===== src/rtl/kpg_pkg.sv =====
// Kill/propagate/generate encoding and prefix operators, shared by the KPG adder and subtractor.
package kpg_pkg;

   typedef logic [1:0] kpg_t;

   localparam kpg_t KPG_K = 2'b00;
   localparam kpg_t KPG_P = 2'b01;
   localparam kpg_t KPG_G = 2'b11;

   // hi is the more significant span; 2'b10 falls through as propagate
   function automatic kpg_t kpg_combine(kpg_t hi, kpg_t lo);
      return (hi == KPG_K || hi == KPG_G) ? hi : lo;
   endfunction

   function automatic kpg_t kpg_of(logic x, logic y);
      if (x & y)      return KPG_G;
      else if (x | y) return KPG_P;
      else            return KPG_K;
   endfunction

endpackage


===== src/rtl/kpg_cell.sv =====
// Combinational prefix node: merges a high span with the span directly below it.
module kpg_cell
   import kpg_pkg::*;
(
   input  kpg_t hi,
   input  kpg_t lo,
   output kpg_t o
);

   assign o = kpg_combine(hi, lo);

endmodule


===== src/rtl/sub16_kpg_pl.sv =====
// Pipelined a - b - brw_in as a + ~b + ~brw_in over a Kogge-Stone KPG tree, one level per stage.
module sub16_kpg_pl
   import kpg_pkg::*;
#(
   parameter int W = 16
) (
   input  logic         clk,
   input  logic         rst_n,
   input  logic         en,
   input  logic         in_valid,
   input  logic [W-1:0] a,
   input  logic [W-1:0] b,
   input  logic         brw_in,
   output logic         out_valid,
   output logic [W-1:0] diff,
   output logic         brw_out
);

   localparam int LEVELS = $clog2(W);
   localparam int STAGES = LEVELS + 1;

   kpg_t [LEVELS:0][W-1:0] kpg_q;
   kpg_t [LEVELS:1][W-1:0] kpg_nxt;
   kpg_t [LEVELS:0]        cin_q;
   logic [LEVELS:0][W-1:0] p_q;
   logic [STAGES:0]        vld_pipe;
   kpg_t [W-1:0]           res;
   logic [W-1:0]           carry;

   for (genvar l = 1; l <= LEVELS; l++) begin : g_lvl
      localparam int S = 1 << (l - 1);
      for (genvar i = 0; i < W; i++) begin : g_bit
         if (i >= S) begin : g_tree
            kpg_cell u_cell (.hi(kpg_q[l-1][i]), .lo(kpg_q[l-1][i-S]), .o(kpg_nxt[l][i]));
         end else if (i == S - 1) begin : g_cin
            kpg_cell u_cell (.hi(kpg_q[l-1][i]), .lo(cin_q[l-1]), .o(kpg_nxt[l][i]));
         end else begin : g_pass
            assign kpg_nxt[l][i] = kpg_q[l-1][i];
         end
      end
   end

   // After the last level every bit spans [0..i]; folding in cin resolves the
   // top bit as well, which the tree alone never reaches.
   for (genvar i = 0; i < W; i++) begin : g_res
      kpg_cell u_cell (.hi(kpg_q[LEVELS][i]), .lo(cin_q[LEVELS]), .o(res[i]));
      if (i == 0) begin : g_c0
         assign carry[i] = (cin_q[LEVELS] == KPG_G);
      end else begin : g_ci
         assign carry[i] = (res[i-1] == KPG_G);
      end
   end

   always_ff @(posedge clk or negedge rst_n) begin
      if (!rst_n) begin
         kpg_q    <= '0;
         cin_q    <= '0;
         p_q      <= '0;
         vld_pipe <= '0;
         diff     <= '0;
         brw_out  <= 1'b0;
      end else if (en) begin
         vld_pipe <= {vld_pipe[STAGES-1:0], in_valid};
         for (int i = 0; i < W; i++) kpg_q[0][i] <= kpg_of(a[i], ~b[i]);
         cin_q[0] <= brw_in ? KPG_K : KPG_G;
         p_q[0]   <= a ^ ~b;
         for (int l = 1; l <= LEVELS; l++) begin
            kpg_q[l] <= kpg_nxt[l];
            cin_q[l] <= cin_q[l-1];
            p_q[l]   <= p_q[l-1];
         end
         diff    <= p_q[LEVELS] ^ carry;
         brw_out <= (res[W-1] != KPG_G);
      end
   end

   assign out_valid = vld_pipe[STAGES];

endmodule


===== config.mk =====
export PLATFORM = sky130hd
export DESIGN_NAME = sub16_kpg_pl
export DESIGN_NICKNAME = d
export VERILOG_FILES = /design/src/rtl/kpg_pkg.sv /design/src/rtl/kpg_cell.sv /design/src/rtl/sub16_kpg_pl.sv
export SDC_FILE = /design/constraint.sdc
export NUM_CORES = 1
export LEC_CHECK = 0
export BUFFER_PORTS_ARGS = -buffer_cell sky130_fd_sc_hd__buf_2
export CELL_PAD_IN_SITES_DETAIL_PLACEMENT = 1
export CELL_PAD_IN_SITES_GLOBAL_PLACEMENT = 1
export CORE_AREA = 2 2 157 159
export CTS_CLUSTER_SIZE = 20
export DETAILED_ROUTE_END_ITERATION = 8
export DIE_AREA = 0 0 159 161
export PLACE_DENSITY = 0.81
export REMOVE_ABC_BUFFERS = 1
export SLEW_MARGIN = 5
export SYNTH_ARGS = -nofsm -noshare
export SYNTH_HDL_FRONTEND = slang
export SYNTH_SLANG_ARGS = --single-unit

===== constraint.sdc =====
create_clock -name clk -period 2.5 [get_ports clk]
set_input_delay 0.125 -clock clk [delete_from_list [all_inputs] [get_ports clk]]
set_output_delay 0.125 -clock clk [all_outputs]
set_load 0.03 [all_outputs]

==> run_results.csv <==
group,metric,value,unit
worst_setup_path,arrival,2.11,ns
timing,hold_viol_final,0,
worst_setup_path,worstPathRequired,2.88,ns
timing,fin_crit,1.72,ns
run,maxCapViolations,0,
layout,layout_commonest_cell,"dfrtp_1",
timing,slew_violations,0,
routing,drc,0,
routing,wirelength,23600,um
timing,fin_setup_tns,0,ns
timing,clock_skew,0.0110,ns
synthesis,yosys.cell_types.count,21,
worst_setup_path,end_kind,"flop",
routing,vias_per_cell,5.26,
pwr,ir_worst_vdd,0.648,mV
timing,min_period_over_period,69.0,%
pwr,clock_power_share,30.0,%
pwr,switchingPower,4.03,mW
floorplan,die_w,159,um
timing,tightest_slew,0.989,ns
pwr,internal-power,9.95,mW
synthesis,synth.avg_cell_area,14.4,um^2
routing,drtIter0Drc,242,
routing,firstDrtPassIters,4,
clock_network,h-tree-depth,1,
floorplan,ios,55,
placed_design,gp_congestion,0.718,
grt,antenna_found_initial,0,
placed_design,place_ws,0.755,ns
grt,grt_use_total,19.3,%
layout,mostFrequentLayoutCells,"dfrtp_1, mux2_2, maj3_1",
timing,worst_slack,0.776,ns
placed_design,dpl_cell_area,12400,um^2
synthesis,netlist_area,11700,um^2
outcome,status,"complete, no violations",
pwr,swShare,28.8,%
clock_network,cts_tree,"yes",
layout,finalInstanceArea,13800,um^2
timing,rsz0062_at_grt,"false",
worst_setup_path,r2r_cells,3,
synthesis,synth-seq-cells,268,
layout,antenna_cells,0,
worst_setup_path,cp-start-kind,"flop",
layout,regArea,6710,um^2
floorplan,core,24000,um^2
floorplan,die_area,25600,um^2
clock_network,insertion_delay,0.54,ns
worst_setup_path,path_max_fanout,18,
floorplan,die_h,161,um
timing,holdWs,0.0293,ns
clock_network,clkTransAtPathRegs,0.06,ns
layout,final_util,57.5,%
clock_network,cts_resized,0,
placed_design,io_buffers,54,
floorplan,num_rows,57,
layout,area_delta_synth_final,17.3,%
placed_design,dp_hpwl,14300,um
routing,via_count,6645,
grt,grt_pass1_vias,7717,
worst_hold_path,min_path_cells,3,
pwr,seqPwrFrac,47.9,%
clock_network,numCtsBuffers,28,
clock_network,ctsRootBufferMaster,"clkbuf_16",
layout,n_fill_cell,2314,
synthesis,yosysSeqAreaShare,57.1,%
routing,wl_per_cell,18.7,um
grt,grt_pass1_wl,40400,um
placed_design,placed_cells,1171,
timing,slew_headroom,34.0,%
synthesis,synth_warnings,0,
timing,setup_viol,0,
synthesis,syn_inst,817,
layout,nets,992,
worst_setup_path,path_class,"reg2reg",
pwr,combPwrFrac,22.1,%
timing,max_freq,580,MHz
pwr,p_leak,5.96,nW
clock_network,cts_buffer_depth,3,
layout,instances_no_fill,1264,
layout,multi_input_area,4640,um^2
pwr,p_total,14.0,mW
grt,overflow,0,
pwr,power_density,1010,nW/um^2
layout,drive_above_1_share,36.4,%
worst_hold_path,hold_path.class,"in2reg",
floorplan,initial_core_util,49.0,%
grt,grt_max_degree,96,
clock_network,cts_sinks,268,
routing,antenna_left,0,
==> flip-flops by register name, indices dropped and copies added (netlist names) <==
signal / cells
kpg_q: 138
p_q: 80
kpg_nxt: 22
diff: 16
vld_pipe: 6
cin_q: 5
brw_out: 1
==> synthesized netlist by cell type (all sizes together) <==
library cell / n / area, um^2
xnor2: 16 / 140
a21oi: 27 / 135
nand3: 1 / 5.00
maj3: 114 / 1150
nand2: 2 / 7.51
ha: 32 / 400
a21o: 3 / 22.5
inv: 47 / 176
mux2: 226 / 2540
dfrtp: 268 / 6710
o21ai: 10 / 50.1
mux2i: 6 / 60.1
nor2: 27 / 101
buf: 34 / 209
clkbuf: 1 / 3.75
o211ai: 3 / 22.5
==> path summary, 6_finish.rpt <==
path	from	end	slack [ns]
setup / recovery	cin_q[8]	diff[13]	0.78
setup reg to reg	cin_q[8]	diff[13]	0.78
max in group asynchronous	rst_n	diff[0]	1.54
hold reg to reg	p_q[56]	p_q[72]	0.50
min in group asynchronous	rst_n	p_q[35]	0.05
hold / removal	a[8]	kpg_q[17]	0.03
==> worst max-delay path: stages (launching register included) <==
cell,delay [ns]
dfrtp_1,0.99
maj3_2,0.37
xnor2_1,0.12
a21oi_1,0.09
==> routing by layer <==
| metal | vias to the layer above | part of all wire (%) | routed length, um | GRT usage, % |
|---|---|---|---|---|
| met4 | 0 | 1.9 | 454 | 4.79 |
| li1 | 3049 | - | - | - |
| met1 | 3484 | 43 | 10200 | 24.3 |
| met2 | 72 | 53 | 12400 | 35.6 |
| met3 | 40 | 2.4 | 575 | 2.49 |
| met5 | - | 0 | 0 | 0 |
==> repair_timing <==
action	in CTS	in global routing
buffers inserted	0	0
hold buffers	46	0
hold endpoints to repair	312	0
==> kinds of logic (layout without fill, tap and decap cells) <==
group	after synthesis	in the layout	share of synthesized area, %
flip-flops	268	268	57.1
multiplexers	232	232	22.2
adder cells (fa/ha/maj)	146	146	13.2
buffers and inverters	82	205	3.32
AO/OA/AOI/OAI	43	43	1.96
AND/OR/NAND/NOR	30	30	0.970
XOR/XNOR	16	16	1.19
==> power groups by stage <==
stage | clock network, mW | registers [mW] | logic, mW
2_1_floorplan | 0 | 6.66 | 2.02
3_3_place_gp | 0 | 6.70 | 2.86
3_5_place_dp | 0 | 6.77 | 3.01
4_1_cts | 4.31 | 6.72 | 3.13
5_1_grt | 4.50 | 6.90 | 3.39
6_report | 4.19 | 6.69 | 3.09
==> layout make-up <==
class	count	share of cell area (%)
inverter	47	1.28
sequential	268	48.7
clock inverter	7	0.636
clock buffer	40	6.15
multi-input combinational	467	33.7
tap	324	2.94
timing repair buffer	111	6.60
No activity file was read; power rests on OpenSTA's default activity.
